### src/rtl/internal_framebuffer_stream_loader.sv
// Streams AXI-Stream pixel beats into the internal framebuffer RAM write port,
// applying scissor and per-sub-pixel colour mask, under the apply/applied handshake.
module internal_framebuffer_stream_loader #(
    parameter int NUMBER_OF_PIXELS_PER_BEAT    = 2,
    parameter int NUMBER_OF_SUB_PIXELS         = 4,
    parameter int SUB_PIXEL_WIDTH              = 8,
    parameter int X_BIT_WIDTH                  = 11,
    parameter int Y_BIT_WIDTH                  = 11,
    parameter int FRAMEBUFFER_SIZE_IN_PIXEL_LG = 18,
    parameter int FB_SIZE_IN_PIXEL_LG          = 20,
    localparam int PPB_LG         = $clog2(NUMBER_OF_PIXELS_PER_BEAT),
    localparam int MEM_ADDR_WIDTH = FRAMEBUFFER_SIZE_IN_PIXEL_LG - PPB_LG,
    localparam int STREAM_WIDTH   = NUMBER_OF_PIXELS_PER_BEAT * NUMBER_OF_SUB_PIXELS * SUB_PIXEL_WIDTH,
    localparam int MEM_WIDTH      = STREAM_WIDTH,
    localparam int MEM_MASK_WIDTH = NUMBER_OF_PIXELS_PER_BEAT * NUMBER_OF_SUB_PIXELS
) (
    input  logic                            aclk,
    input  logic                            areset,
    input  logic                            confEnableScissor,
    input  logic [X_BIT_WIDTH-1:0]          confScissorStartX,
    input  logic [X_BIT_WIDTH-1:0]          confScissorEndX,
    input  logic [Y_BIT_WIDTH-1:0]          confScissorStartY,
    input  logic [Y_BIT_WIDTH-1:0]          confScissorEndY,
    input  logic [Y_BIT_WIDTH-1:0]          confYOffset,
    input  logic [X_BIT_WIDTH-1:0]          confXResolution,
    input  logic [Y_BIT_WIDTH-1:0]          confYResolution,
    input  logic [NUMBER_OF_SUB_PIXELS-1:0] confMask,
    input  logic                            apply,
    output logic                            applied,
    input  logic                            cmdLoad,
    input  logic [FB_SIZE_IN_PIXEL_LG-1:0]  cmdSize,
    output logic                            loadTruncated,
    input  logic                            s_axis_tvalid,
    output logic                            s_axis_tready,
    input  logic                            s_axis_tlast,
    input  logic [STREAM_WIDTH-1:0]         s_axis_tdata,
    output logic                            writeEnablePort,
    output logic [MEM_ADDR_WIDTH-1:0]       writeAddrPort,
    output logic [MEM_WIDTH-1:0]            writeDataPort,
    output logic [MEM_MASK_WIDTH-1:0]       writeMaskPort
);

    // Beat counter is at least as wide as cmdSize in beats so oversized loads still terminate.
    localparam int SIZE_W = FB_SIZE_IN_PIXEL_LG - PPB_LG;
    localparam int CNT_W  = (SIZE_W > MEM_ADDR_WIDTH) ? SIZE_W : MEM_ADDR_WIDTH;
    localparam int XW1    = X_BIT_WIDTH + 1;
    localparam logic [Y_BIT_WIDTH-1:0] Y_ONE = 1;

    typedef enum logic [1:0] {IDLE, LOAD, DRAIN} state_t;

    state_t                    state;
    logic [CNT_W-1:0]          index;
    logic [CNT_W-1:0]          size_beats;
    logic [CNT_W-1:0]          size_next;
    logic [X_BIT_WIDTH-1:0]    x;
    logic [Y_BIT_WIDTH-1:0]    y;
    logic [Y_BIT_WIDTH-1:0]    y_top;
    logic [XW1-1:0]            x_adv;
    logic                      x_wrap;
    logic                      handshake;
    logic                      last_beat;
    logic                      sc_en;
    logic [X_BIT_WIDTH-1:0]    sc_sx;
    logic [X_BIT_WIDTH-1:0]    sc_ex;
    logic [Y_BIT_WIDTH-1:0]    sc_sy;
    logic [Y_BIT_WIDTH-1:0]    sc_ey;
    logic [MEM_MASK_WIDTH-1:0] scissor_mask;

    assign size_next = CNT_W'(cmdSize >> PPB_LG);
    assign y_top     = confYOffset + confYResolution - Y_ONE;
    assign x_adv     = {1'b0, x} + XW1'(NUMBER_OF_PIXELS_PER_BEAT);
    assign x_wrap    = (x_adv == {1'b0, confXResolution});
    assign handshake = s_axis_tvalid && s_axis_tready;
    assign last_beat = ((index + CNT_W'(1)) == size_beats);

    always_comb begin
        scissor_mask = '0;
        for (int i = 0; i < NUMBER_OF_PIXELS_PER_BEAT; i++) begin
            logic [XW1-1:0] px;
            logic           pix_on;
            px     = {1'b0, x} + XW1'(i);
            pix_on = !sc_en ||
                     (px >= {1'b0, sc_sx} && px < {1'b0, sc_ex} && y >= sc_sy && y < sc_ey);
            scissor_mask[i*NUMBER_OF_SUB_PIXELS +: NUMBER_OF_SUB_PIXELS] = {NUMBER_OF_SUB_PIXELS{pix_on}};
        end
    end

    always_ff @(posedge aclk or posedge areset) begin
        if (areset) begin
            state           <= IDLE;
            applied         <= 1'b1;
            s_axis_tready   <= 1'b0;
            writeEnablePort <= 1'b0;
            loadTruncated   <= 1'b0;
            writeAddrPort   <= '0;
            writeDataPort   <= '0;
            writeMaskPort   <= '0;
        end else begin
            writeEnablePort <= 1'b0;
            case (state)
                IDLE: begin
                    if (apply && cmdLoad) begin
                        applied       <= 1'b0;
                        loadTruncated <= 1'b0;
                        s_axis_tready <= 1'b1;
                        state         <= (size_next == '0) ? DRAIN : LOAD;
                    end else begin
                        applied <= 1'b1;
                    end
                end
                LOAD: begin
                    if (handshake) begin
                        writeEnablePort <= 1'b1;
                        writeAddrPort   <= index[MEM_ADDR_WIDTH-1:0];
                        writeDataPort   <= s_axis_tdata;
                        writeMaskPort   <= {NUMBER_OF_PIXELS_PER_BEAT{confMask}} & scissor_mask;
                        if (last_beat) begin
                            if (s_axis_tlast) begin
                                state         <= IDLE;
                                s_axis_tready <= 1'b0;
                            end else begin
                                state <= DRAIN;
                            end
                        end else if (s_axis_tlast) begin
                            state         <= IDLE;
                            s_axis_tready <= 1'b0;
                            loadTruncated <= 1'b1;
                        end
                    end
                end
                DRAIN: begin
                    if (handshake && s_axis_tlast) begin
                        state         <= IDLE;
                        s_axis_tready <= 1'b0;
                    end
                end
                default: state <= IDLE;
            endcase
        end
    end

    // Position tracking; re-seeded every idle cycle so it needs no reset of its own.
    always_ff @(posedge aclk) begin
        if (state == IDLE) begin
            index      <= '0;
            x          <= '0;
            y          <= y_top;
            size_beats <= size_next;
            if (apply && cmdLoad) begin
                sc_en <= confEnableScissor;
                sc_sx <= confScissorStartX;
                sc_ex <= confScissorEndX;
                sc_sy <= confScissorStartY;
                sc_ey <= confScissorEndY;
            end
        end else if (state == LOAD && handshake) begin
            index <= index + CNT_W'(1);
            if (x_wrap) begin
                x <= '0;
                y <= y - Y_ONE;
            end else begin
                x <= x_adv[X_BIT_WIDTH-1:0];
            end
        end
    end

endmodule
### config.mk
export PLATFORM = sky130hd
export DESIGN_NAME = internal_framebuffer_stream_loader
export DESIGN_NICKNAME = d
export VERILOG_FILES = /design/src/rtl/internal_framebuffer_stream_loader.sv
export SDC_FILE = /design/constraint.sdc
export NUM_CORES = 1
export LEC_CHECK = 0
export BUFFER_PORTS_ARGS = -buffer_cell sky130_fd_sc_hd__buf_4
export CORE_ASPECT_RATIO = 2
export CORE_MARGIN = 2
export CORE_UTILIZATION = 49
export DETAILED_ROUTE_END_ITERATION = 6
export GPL_TIMING_DRIVEN = 0
export HOLD_SLACK_MARGIN = 0.05
export PLACE_DENSITY_LB_ADDON = 0.08
export SETUP_SLACK_MARGIN = 0.5
export SLEW_MARGIN = 20
export SYNTH_ARGS = -nofsm -noshare
export SYNTH_HDL_FRONTEND = slang
export SYNTH_SLANG_ARGS = --single-unit
### constraint.sdc
create_clock -name aclk -period 3 [get_ports aclk]
set_input_delay 0.6 -clock aclk [delete_from_list [all_inputs] [get_ports aclk]]
set_output_delay 0.6 -clock aclk [all_outputs]
set_load 0.03 [all_outputs]
# After elaboration in Yosys (flattened, before gate mapping)
# Index checks and enable logic that the tools add are counted.
[word_totals]
reg_bits = 200
in_bits = 172
out_inout_bits = 93
word_cells = 90
[classes]
addsub = 6
order_cmp = 6
eq_ne = 10
mux = 25
bitwise_logic = 1
reduce_logical = 25
[ops]
columns = ["cell", "count"]
rows = [
  ["$mux W11", 4],
  ["$ge A11 B11 Y1", 2],
  ["$lt A11 B11 Y1", 2],
  ["$sub A11 B1 Y11 const B", 2],
  ["$add A19 B1 Y19 const B", 1],
  ["$eq A19 B19 Y1", 1],
  ["$logic_not A19 Y1", 1],
  ["$mux W2", 7],
  ["$add A11 B1 Y12 const B", 1],
  ["$add A11 B2 Y12 const B", 1],
  ["$eq A12 B11 Y1", 1],
  ["$ge A12 B11 Y1", 1],
  ["$lt A12 B11 Y1", 1],
  ["$add A11 B11 Y11", 1],
  ["$mux W1", 11],
  ["$logic_and A1 B1 Y1", 10],
  ["$ne A2 B2 Y1 const B", 5],
  ["$reduce_and A5 Y1", 2],
  ["$and A8 B8 Y8", 1],
  ["$pmux W2 S3", 1],
  ["$reduce_and A2 Y1", 3],
  ["$reduce_bool A2 Y1", 3],
  ["$reduce_and A4 Y1", 1],
  ["$ne A3 B3 Y1 const B", 1],
  ["8 further kinds", 9],
]

# Depth between registers and ports, before layout
# Gate-level depths: netlist of run 1.
[depth]
depth_word = 7
depth_mapped = 14
mapped_depth_nobuf = 14

# Worst setup path before layout of run 1
# No wires, ideal clock.
[synth_path]
path_type = "input-to-reg"
startpoint = "in confYOffset[1]"
endpoint = "reg y[9] (data pin)"
setup_time_ns = 0.256
t_arrival_ns = 2.726
t_required_ns = 2.744
setup_slack_ns = 0.018
stages = 14
path_buffers = 0
path_cell_list = "inv_1 ha_1 inv_1 ha_1 inv_1 fa_1 nor2b_1 o21ai_0 a21boi_0 o21ai_0 a21boi_0 o21a_1 or3_1 a31o_2"
[synth_between]
elab_chain_cells = 3
[synth_rtl]
columns = ["element", "line", "text"]
rows = [
  ["from (decl)", "24", "input logic [Y_BIT_WIDTH-1:0] confYOffset,"],
  ["$add A11 B11 Y11", "70", "assign y_top = confYOffset + confYResolution - Y_ONE;"],
  ["$sub A11 B1 Y11", "70", ""],
  ["$mux W11", "144", "if (state == IDLE) begin"],
  ["to (signal assigned)", "147", "y <= y_top;"],
  ["to (signal assigned)", "160", "y <= y - Y_ONE;"],
  ["to (decl)", "56", "logic [Y_BIT_WIDTH-1:0] y;"],
]
# No other way between the ends.
# A chain may end at the register's enable or synchronous reset.

# Final worst setup path of run 1
[layout_path]
startpoint = "reg index[1]"
endpoint = "reg state[0]"
[layout_between]
elab_chain_cells = 5
elab_cells_between_ends = 7
classes_between = "add/sub (1); eq/ne (2); mux (3); reduce/logical (1)"
[layout_rtl]
columns = ["element", "line", "text"]
rows = [
  ["from (decl)", "52", "logic [CNT_W-1:0] index;"],
  ["from (signal assigned)", "157", "index <= index + CNT_W'(1);"],
  ["$add A19 B1 Y19 (*)", "74", "assign last_beat = ((index + CNT_W'(1)) == size_beats);"],
  ["$eq A19 B19 Y1 (*)", "74", ""],
  ["$mux W2", "117", "if (last_beat) begin"],
  ["$mux W2", "112", "if (handshake) begin"],
  ["$pmux W2 S3", "100", "case (state)"],
  ["to (signal assigned)", "106", "state <= (size_next == '0) ? DRAIN : LOAD;"],
  ["to (decl)", "51", "state_t state;"],
]
# Every way passes the cells marked *; elsewhere a longest branch is shown, timed or not. The select of a mux whose other input is x is not followed.

==> results by group, run 1 <==
Worst setup path
  – FF-to-FF setup slack: 0.41 ns
  – R2R Path Start: index[1]
  – Critical path type: reg -> reg
  – CP required: 3.33 ns
  – CP max-delay cell: a221o_1
  – Worst-path maximum fanout: 6
  – WP data arrival: 2.92 ns
  – Worst setup EP type: register
  – Critical-path cell list: ha_4 -> nand3_4 -> or3_4 -> or3_1 -> a221o_1 -> nor4_4 -> nor3_1 -> a311o_1
  – R2R depth: 8
  – CP peak stage delay: 0.43 ns
  – Critical path launch point: index[1]
  – Worst R2R End: state[0]
  – Startpoint types: register

Timing
  – Unrepaired setup endpoints after global routing: yes
  – Worst slew pin tran: 0.682 ns
  – Final hold violations: 0
  – Clock skew: 0.0102 ns
  – Max Slew Vio Count: 0
  – Final period demand of the worst path: 2.59 ns
  – Relative slew margins: 0.545
  – Fmax: 386 MHz
  – Crit share post-route: 0.863
  – Final TNS setup: 0 ns
  – Final setup viols: 0

Clock tree
  – H-tree depth: 4
  – CTS buffer count: 17
  – CTS sink count: 199
  – Clock Latency Late Sink: 0.45 ns
  – Clk root buf: clkbuf_16
  – CTS clk-pin slew, worst paths: 0.07 ns
  – CTS tree: yes
  – CTS max path bufs: 2

Global route
  – Busiest layer in global routing: met2
  – Largest net degree at the start of global routing: 49
  – GR Layer Usage met1: 0.235
  – Initial antenna violation count: 0
  – Aggregate global routing overflow: 0
  – Met3 GRT Util: 0.0671
  – First-pass GRT wire length: 42,700 µm
  – GR Util All Layers: 0.244
  – Met2 Resource Use GR: 0.465
  – Number of global-route vias before repair: 8,821

Synthesis
  – Top-area cell type share of the netlist area: 0.221
  – Top FF cell, synth: dfrtp_1
  – Synth warnings: 0
  – Syn_nets: 1,382
  – Post-Syn Instances: 1,120
  – Library cells used by synthesis: 67
  – Register area share after synthesis: 0.491
  – Number of synthesized flops with an enable pin: 75
  – Post-synth ARST share: 0.477
  – Post-Syn Area: 10,600 µm²
  – Yosys reg bits: 199
  – Synth top area cells: dfrtp_1 (22%), edfxtp_1 (21%), ha_1 (10%)
  – Dominant cell type by area after synthesis: dfrtp_1
  – Syn_area_per_cell: 9.49 µm²

Run
  – Max Cap Viol: 0

Cells and area
  – Cell area after layout: 14,000 µm²
  – Fillers: 1,849
  – Layout cells sized above 1: 0.277
  – Commonest non-fill, non-tap cell in the layout: nand2_1
  – Antenna diodes: 0
  – Most frequent cells in the layout: nand2_1 (288), buf_4 (279), dfrtp_1 (94)
  – Net count, final: 1,680
  – Synth-to-layout area growth: 31.6%

Place
  – GPL Wtd Cong: 0.915
  – Port Buffers: 263
  – DP Area: 13,000 µm²
  – Detailed placer's ending HPWL: 21,800 µm

Floorplanning
  – Die Y: 212 µm
  – Rows: 76
  – Io pins: 265
  – Placeable Area: 21,400 µm²
  – Initial Util: 0.497
  – Die extent in x: 108 µm
  – Die Area: 22,900 µm²

Drt
  – Routed len/inst: 16.3 µm
  – Initial DRC count: 332
  – DRT Wirelength: 27,700 µm
  – DRC errors left: 0
  – Antenna viol nets, final: 0
  – Via count: 8,828
  – TritonRoute pass-1 iters: 5
  – Vias/cell: 5.18

Power and ir drop
  – Pleak: 6.83 nW
  – Maximum vdd ir drop: 0.580 mV
  – Power density cells: 766 nW/µm²

Hold path
  – Worst min path class: in -> async

Status
  – Outcome: completed
-- cell type report --
cell class,count,area (µm²),share of cell area
inverter,95,360,0.0258
sequential,199,5220,0.373
multi-input combinational,770,5040,0.360
buffer,56,278,0.0199
tap,273,342,0.0244
timing repair buffer,279,2140,0.153
clock buffer,23,522,0.0373
clock inverter,9,76.3,0.00546
-- power by group --
part	total (mW)	switching (mW)	internal (mW)
combinational	4.21	2.56	1.65
clock	2.31	1.06	1.25
sequential	4.18	0.525	3.66
-- how the worst max path moves through the flow --
stage                     endpoint  cells after the start
after floorplan               y[9]                     14
after global placement        y[9]                     15
after detailed placement  state[0]                      5
after CTS                 state[0]                      8
after global routing      state[0]                      8
final                     state[0]                      8
-- critical path, delay by kind of cell, from the launching register on --
kind,cells,cell delay [ns]
adder cells (fa/ha/maj),1,0.18
flip-flops,1,0.40
AO/OA/AOI/OAI,2,0.75
AND/OR/NAND/NOR,5,1.14
-- per-layer routing --
layer | wire length (µm) | vias to the layer above
met2 | 15400 | 255
met4 | 1130 | 0
met1 | 9430 | 4148
met3 | 1770 | 67
li1 | - | 4358
met5 | 0 | -
-- registers in the layout, indices dropped and copies added, names as in the netlist, 2 cells and up --
signal,flops
sc_sx,11
size_beats,19
sc_ex,11
y,11
writeMaskPort,8
writeDataPort,64
writeAddrPort,17
sc_ey,11
state,2
x,10
index,19
sc_sy,11
-- kinds of logic after synthesis --
family | Yosys count | share of synthesized area
DFF | 199 | 0.491
and+or+nand+nor | 452 | 0.188
AOI/OAI and AO/OA | 157 | 0.100
muxes | 5 | 0.00495
adders and majority gates | 90 | 0.107
buffers and inverters | 151 | 0.0552
xor gates and xnor gates | 66 | 0.0544
-- through the flow --
stage	util	hold slack (ns)	setup WS [ns]	total power, mW	cells
finish	0.654	0.123	0.410	10.7	1704
global route	0.654	0.128	0.341	11.4	1704
CTS	0.643	0.110	0.324	10.8	1694
detailed placement	0.609	0.464	-0.0772	8.35	1659
global placement	0.606	0.458	-0.0533	8.24	1656
floorplan	-	0.461	0.173	6.73	1120
-- timing repair --
action / CTS / global route
buffers inserted: 3 / 10
hold buffers: 0 / 0
pin swaps: 6 / 14
gates resized for setup: 30 / 58
setup endpoints to repair: 183 / 95
-- synth_stat cells, types with 7 or more instances --
library cell / number
dfxtp_1: 29
nor4_1: 8
o21ai_0: 34
nand3_1: 22
xor2_1: 24
dfrtp_1: 94
nand2b_1: 8
nand2_1: 288
or3_1: 7
o21a_1: 11
nor3_1: 19
a31oi_1: 8
a21o_1: 16
a22oi_1: 8
nand4_1: 12
nor3b_1: 8
nor2b_1: 10
ha_1: 89
clkbuf_1: 41
xnor2_1: 42
a21oi_1: 37
edfxtp_1: 75
o211ai_1: 7
inv_1: 95
buf_2: 10
nor2_1: 51
Note: power is estimated with default switching activity, not from simulation.
==> run 2: changes to the inputs <==
Settings changed: CELL_PAD_IN_SITES_DETAIL_PLACEMENT set to 1, CELL_PAD_IN_SITES_GLOBAL_PLACEMENT set to 1, CORE_UTILIZATION 49 to 37.
==> results by group, run 2 (synthesized netlist as in run 1, its figures left out) <==
Timing
  – Fmax: 405 MHz (+4.8%)
  – Unrepaired setup endpoints after global routing: yes
  – Final TNS setup: 0 ns (unchanged)
  – Setup ws final: 0.530 ns (+0.120 ns)
  – Final period demand of the worst path: 2.47 ns (-0.120 ns)
  – Final hold violations: 0 (unchanged)
  – Max Slew Vio Count: 0 (unchanged)
  – Crit share post-route: 0.823 (-0.0399)
  – Worst slew pin tran: 0.710 ns (+0.0276 ns)
  – Relative slew margins: 0.527 (-0.0184)
  – Final setup viols: 0 (unchanged)
  – Clock skew: 0.0106 ns (+0.000484 ns)

Power and ir drop
  – Pleak: 6.97 nW (+2.0%)
  – Final total power: 11.0 mW (+3.1%)
  – Clock Power Share: 0.223 (+0.007)
  – Comb power frac: 0.400 (+0.007)
  – Sw frac: 0.396 (+0.00870)
  – Reg power frac: 0.377 (-0.014)
  – Maximum vdd ir drop: 0.465 mV (-20%)
  – P_sw: 4.37 mW (+5.4%)
  – Power density cells: 766 nW/µm² (about the same)
  – Pint: 6.67 mW (+1.6%)

Worst setup path
  – CP peak stage delay: 0.40 ns (-0.03 ns)
  – Worst-path maximum fanout: 5 (-1)
  – Worst setup EP type: register
  – CP endpoint: state[0]
  – CP max-delay cell: a221o_1
  – Startpoint types: register
  – CP delay by family, top: simple AND/OR/NAND/NOR gates
  – Critical path launch point: index[1]
  – WP depth: 8 (unchanged)
  – CP required: 3.33 ns (about the same)
  – Critical path type: reg -> reg
  – R2R depth: 8 (unchanged)
  – Critical-path cell list: ha_4 -> nand3_4 -> or3_4 -> or3_1 -> a221o_1 -> nor4_4 -> nor3_2 -> a311o_1
  – Buf/Inv on CP: 0 (unchanged)
  – WP data arrival: 2.80 ns (-0.12 ns)
  – R2R Path Start: index[1]
  – FF-to-FF setup slack: 0.53 ns (+0.12 ns)
  – Worst R2R End: state[0]

Drt
  – Via count: 9,050 (+2.5%)
  – TritonRoute pass-1 iters: 4 (-1)
  – Vias/cell: 5.01 (-3.2%)
  – Initial DRC count: 316 (-4.8%)
  – Antenna viol nets, final: 0 (unchanged)
  – DRC errors left: 0 (unchanged)
  – DRT Wirelength: 32,600 µm (+17%)
  – Routed len/inst: 18.0 µm (+11%)

Cells and area
  – Net count, final: 1,698 (+1.1%)
  – Antenna diodes: 0 (unchanged)
  – Layout cells sized above 1: 0.303 (+0.0255)
  – Largest regs: writeDataPort (64), index (19), size_beats (19)
  – Fillers: 3,251 (+76%)
  – Largest reg by FF count: writeDataPort
  – Most frequent cells in the layout: buf_4 (296), nand2_1 (288), dfrtp_1 (94)
  – Reg area: 5230 µm² (+0.14%)
  – Largest register FFs: 64 (unchanged)
  – Synth-to-layout area growth: 35.6%
  – Multi-input logic area: 5130 µm² (+1.8%)
  – Commonest non-fill, non-tap cell in the layout: buf_4

Status
  – Outcome: completed

Global route
  – Met3 GRT Util: 0.0489 (-0.0182)
  – Initial antenna violation count: 0 (unchanged)
  – Aggregate global routing overflow: 0 (unchanged)
  – GR Util All Layers: 0.220 (-0.0243)
  – GR Layer Usage met1: 0.208 (-0.0276)
  – Number of global-route vias before repair: 9,823 (+11%)
  – Largest net degree at the start of global routing: 49 (unchanged)
  – First-pass GRT wire length: 50,400 µm (+18%)
  – Met2 Resource Use GR: 0.430 (-0.0355)
  – Busiest layer in global routing: met2

Clock tree
  – Clk root buf: clkbuf_16
  – CTS clk-pin slew, worst paths: 0.08 ns (about the same)
  – CTS tree: yes
  – CTS sink count: 199 (unchanged)
  – CTS buffer count: 17 (unchanged)
  – Hold buffers post-CTS: 0 (unchanged)
  – Clock Latency Late Sink: 0.45 ns (about the same)
  – H-tree depth: 4 (unchanged)
  – CTS max path bufs: 2 (unchanged)

Floorplanning
  – Io pins: 265 (unchanged)
  – Die extent in x: 124 µm (+15%)
  – Initial Util: 0.377 (-0.120)
  – Die Y: 244 µm (+15%)
  – Placeable Area: 28,200 µm² (+32%)
  – Rows: 87 (+14%)
  – Die Area: 30,200 µm² (+31%)

Place
  – GPL Wtd Cong: 0.872 (-4.7%)
  – Detailed placer's ending HPWL: 25,200 µm (+16%)
  – Port Buffers: 263 (unchanged)
  – Pre-CTS setup slack: -0.113 ns (-0.0363 ns)

Run
  – Max Cap Viol: 0 (unchanged)

Hold path
  – Worst min path class: in -> async
-- run 2: changes by cell type in the layout (fill, tap and decap cells not counted), sizes merged --
cell / before / now
buf: 292 / 314
clkbuf: 66 / 58
clkinv: 4 / 8
bufinv: 0 / 1
clkinvlp: 2 / 1
-- run 2: how the worst min path moves through the flow --
stage / cells past startpoint / slack, ns / to / start
finish: 2 / 0.21 / writeDataPort[41] / areset
global route: 2 / 0.23 / writeDataPort[41] / areset
CTS: 2 / 0.20 / writeDataPort[41] / areset
detailed placement: 2 / 0.46 / writeDataPort[27] / writeDataPort[27]
global placement: 2 / 0.46 / writeDataPort[6] / writeDataPort[6]
floorplan: 2 / 0.46 / writeAddrPort[14] / index[14]
-- run 2: what timing repair did --
| action | CTS | global route |
|---|---|---|
| buffers inserted | 21 | 10 |
| setup endpoints to repair | 185 | 106 |
| gates resized for setup | 71 | 51 |
| pin swaps | 28 | 17 |
-- run 2: power by group through the flow --
stage / Clock, mW / Combinational, mW / Sequential [mW]
3_3_place_gp: 0 / 4.10 / 4.22
3_5_place_dp: 0 / 4.22 / 4.25
4_1_cts: 2.52 / 4.40 / 4.17
6_report: 2.46 / 4.41 / 4.17
2_1_floorplan: 0 / 1.73 / 5.00
5_1_grt: 2.61 / 4.87 / 4.26
-- run 2: stage by stage --
step                       util  std cells  hold WS (ns)  instance area [µm²]
final                     0.511       1805         0.205                14400
after global routing      0.511       1805         0.226                14400
after CTS                 0.503       1795         0.196                14200
after detailed placement  0.466       1742         0.464                13200
after global placement    0.464       1739         0.458                13100
after floorplan               -       1120         0.461                10700
-- run 2: layer usage --
layer	routed length, µm	share of wire
met5	0	0
met4	1120	0.034
met3	1620	0.050
met2	18800	0.58
met1	11000	0.34
-- run 2: final cells by class --
cell class / instances / area share
Timing Repair Buffer: 297 / 0.159
Clock buffer: 19 / 0.0330
Multi-Input combinational cell: 770 / 0.356
Clock inverter: 13 / 0.0109
Tap cell: 356 / 0.0309
Buffer: 56 / 0.0221
Sequential cell: 199 / 0.363
Inverter: 95 / 0.0252
-- run 2: worst reg2reg max path, cell delays in order (launching register included) --
cell and delay, ns:
dfxtp_4 0.38, ha_4 0.15, nand3_4 0.09, or3_4 0.39, or3_1 0.31, a221o_1 0.40
nor4_4 0.27, nor3_2 0.08, a311o_1 0.28
==> run 3: changes to the inputs <==
Settings changed: ABC_AREA set to 1, CORE_UTILIZATION 37 to 40.
Clock period 3 ns to 2.6 ns, I/O delays scaled along.
==> results by group, run 3 <==
Drt
  – Initial DRC count: 432 (+37%)
  – Routed len/inst: 17.4 µm (-3.4%)
  – Antenna viol nets, final: 0 (unchanged)
  – Vias/cell: 5.06 (+0.95%)
  – DRT Wirelength: 36,300 µm (+11%)
  – Via count: 10,528 (+16%)
  – TritonRoute pass-1 iters: 5 (+1)
  – DRC errors left: 0 (unchanged)

Cells and area
  – Largest register FFs: 64 (unchanged)
  – Antenna diodes: 0 (unchanged)
  – Final Util: 0.562 (+0.0514)
  – Net count, final: 1,977 (+16%)
  – Fillers: 3,331 (+2.5%)
  – Most frequent cells in the layout: nand2_1 (447), buf_4 (310), inv_1 (170)
  – Commonest non-fill, non-tap cell in the layout: nand2_1
  – Largest regs: writeDataPort (64), index (19), size_beats (19)
  – Largest reg by FF count: writeDataPort
  – Layout cells sized above 1: 0.298 (-0.00494)
  – Synth-to-layout area growth: 39.5%

Run
  – Max Cap Viol: 0 (unchanged)

Worst setup path
  – CP required: 2.77 ns (-0.56 ns)
  – Critical path type: reg -> reg
  – Startpoint types: register
  – WP data arrival: 2.40 ns (-0.40 ns)
  – Worst setup EP type: register
  – Worst-path maximum fanout: 11 (+6)

Synthesis
  – Post-Syn Instances: 1,372 (+23%)
  – Synth top area cells: dfrtp_1 (21%), edfxtp_1 (20%), nand2_1 (16%)
  – Top-area cell type share of the netlist area: 0.213 (-0.00792)
  – Most common cell in the netlist: nand2_1
  – Syn_nets: 1,634 (+18%)
  – Register area share after synthesis: 0.473 (-0.0175)
  – Post-Syn Area: 11,000 µm² (+3.7%)
  – Top FF cell, synth: dfrtp_1
  – Synth cell count leaders: nand2_1 (468), inv_1 (188), dfrtp_1 (94)
  – Synth warnings: 0 (unchanged)
  – Syn_area_per_cell: 8.03 µm² (-15%)
  – Dominant cell type by area after synthesis: dfrtp_1
  – Yosys reg bits: 199 (unchanged)
  – Post-synth ARST share: 0.477 (unchanged)
  – Number of synthesized flops with an enable pin: 75 (unchanged)
  – Library cells used by synthesis: 46 (-31%)

Global route
  – Aggregate global routing overflow: 0 (unchanged)
  – First-pass GRT wire length: 54,800 µm (+8.7%)
  – Number of global-route vias before repair: 11,004 (+12%)
  – Initial antenna violation count: 0 (unchanged)
  – GR Util All Layers: 0.242 (+0.0219)
  – Largest net degree at the start of global routing: 34 (-31%)

Clock tree
  – CTS max path bufs: 2 (unchanged)
  – CTS tree: yes
  – Hold buffers post-CTS: 0 (unchanged)
  – CTS clk-pin slew, worst paths: 0.08 ns (about the same)
  – H-tree depth: 4 (unchanged)
  – CTS buffer count: 17 (unchanged)
  – Clk root buf: clkbuf_16
  – Clock Latency Late Sink: 0.46 ns (about the same)
  – CTS sink count: 199 (unchanged)

Timing
  – Worst slew pin tran: 0.855 ns (+0.145 ns)
  – Final setup viols: 0 (unchanged)
  – Final hold violations: 0 (unchanged)
  – Crit share post-route: 0.857 (+0.0336)
  – Relative slew margins: 0.430 (-0.0968)
  – Final period demand of the worst path: 2.23 ns (-0.242 ns)
  – Fmax: 449 MHz (+11%)
  – Max Slew Vio Count: 0 (unchanged)
  – Unrepaired setup endpoints after global routing: yes
  – Setup ws final: 0.372 ns (-0.158 ns)
  – Worst hold margin: 0.173 ns (-0.0321 ns)
  – Clock skew: 0.00681 ns (-0.00384 ns)

Hold path
  – Worst min path class: in -> async

Place
  – Pre-CTS setup slack: -0.361 ns (-0.248 ns)
  – Port Buffers: 263 (unchanged)
  – Detailed placer's ending HPWL: 27,200 µm (+7.8%)
  – GPL Wtd Cong: 0.877 (+0.65%)

Floorplanning
  – Rows: 86 (-1.1%)
  – Initial Util: 0.403 (+0.0263)
  – Io pins: 265 (unchanged)
  – Placeable Area: 27,300 µm² (-3.1%)
  – Die Area: 29,000 µm² (-4.0%)
  – Die extent in x: 121 µm (-2.0%)
  – Die Y: 239 µm (-2.0%)

Power and ir drop
  – Power density cells: 1010 nW/µm² (+32%)
  – Maximum vdd ir drop: 0.512 mV (+9.9%)
  – Final total power: 15.5 mW (+40%)
  – Pleak: 7.65 nW (+9.6%)

Status
  – Outcome: completed
[run 3: layer usage]
metal  wire, µm  vias to the layer above  global-route usage  part of all wire
met2      19200                      261               0.434              0.53
li1           -                     5097                   -                 -
met5          0                        -                   0                 0
met3       1340                       84              0.0379             0.037
met1      14100                     5086               0.279              0.39
met4       1590                        0               0.109             0.044
[run 3: repair_timing]
item / in CTS / in global routing
endpoints found under the setup margin: 178 / 112
setup buffers: 21 / 33
gates resized for setup: 63 / 91
hold endpoints to repair: 0 / 0
gates cloned: 0 / 2
pin swaps: 18 / 40
[run 3: final timing paths]
path                                    startpoint                end  slack, ns  depth (start not counted)
max in group asynchronous                   areset            applied       1.74                          3
worst max register to register                x[1]               y[4]       0.37                         12
worst min register to register   writeDataPort[47]  writeDataPort[47]       0.48                          2
worst max-delay path                          x[1]               y[4]       0.37                         12
worst min-delay path                        areset  writeDataPort[41]       0.17                          2
min in group aclk               confScissorEndY[1]           sc_ey[1]       0.23                          1
[run 3: critical path: stages, from the launching register on]
cell and delay (ns):
dfxtp_4 0.37, ha_4 0.14, nand4_1 0.22, nor2_2 0.23, nand3_2 0.11, nand2_1 0.09, nand2_1 0.05, nand2_1 0.10
nand3_1 0.11, nor2_2 0.11, nand2_2 0.10, o21ai_4 0.16, buf_12 0.15
[run 3: logic make-up after synthesis]
group           share of synthesized area
flops                               0.473
simple gates                        0.262
fa+ha+maj                           0.103
compound gates                     0.0702
xor+xnor                           0.0124
buf+inv                            0.0795
[run 3: power breakdown]
| part | switching, mW | internal (mW) |
|---|---|---|
| clock | 1.30 | 1.62 |
| combinational | 4.61 | 2.73 |
| sequential | 0.787 | 4.43 |
[run 3: through the flow]
step                      std cells  instance area, µm²  setup TNS (ns)
after CTS                      2045               14800               0
after global placement         1987               13700          -37.18
after floorplan                1372               11200           -1.94
after global routing           2080               15400               0
after detailed placement       1992               13700           -8.43
final                          2080               15400               0
[run 3: final cells by class]
type,count,area [µm²],area share
Multi-Input combinational cell,941,5480,0.356
Timing Repair Buffer,324,2560,0.167
Sequential cell,199,5250,0.341
Buffer,41,226,0.0147
Tap cell,352,440,0.0287
Inverter,191,771,0.0501
Clock buffer,22,507,0.0330
Clock inverter,10,140,0.00912
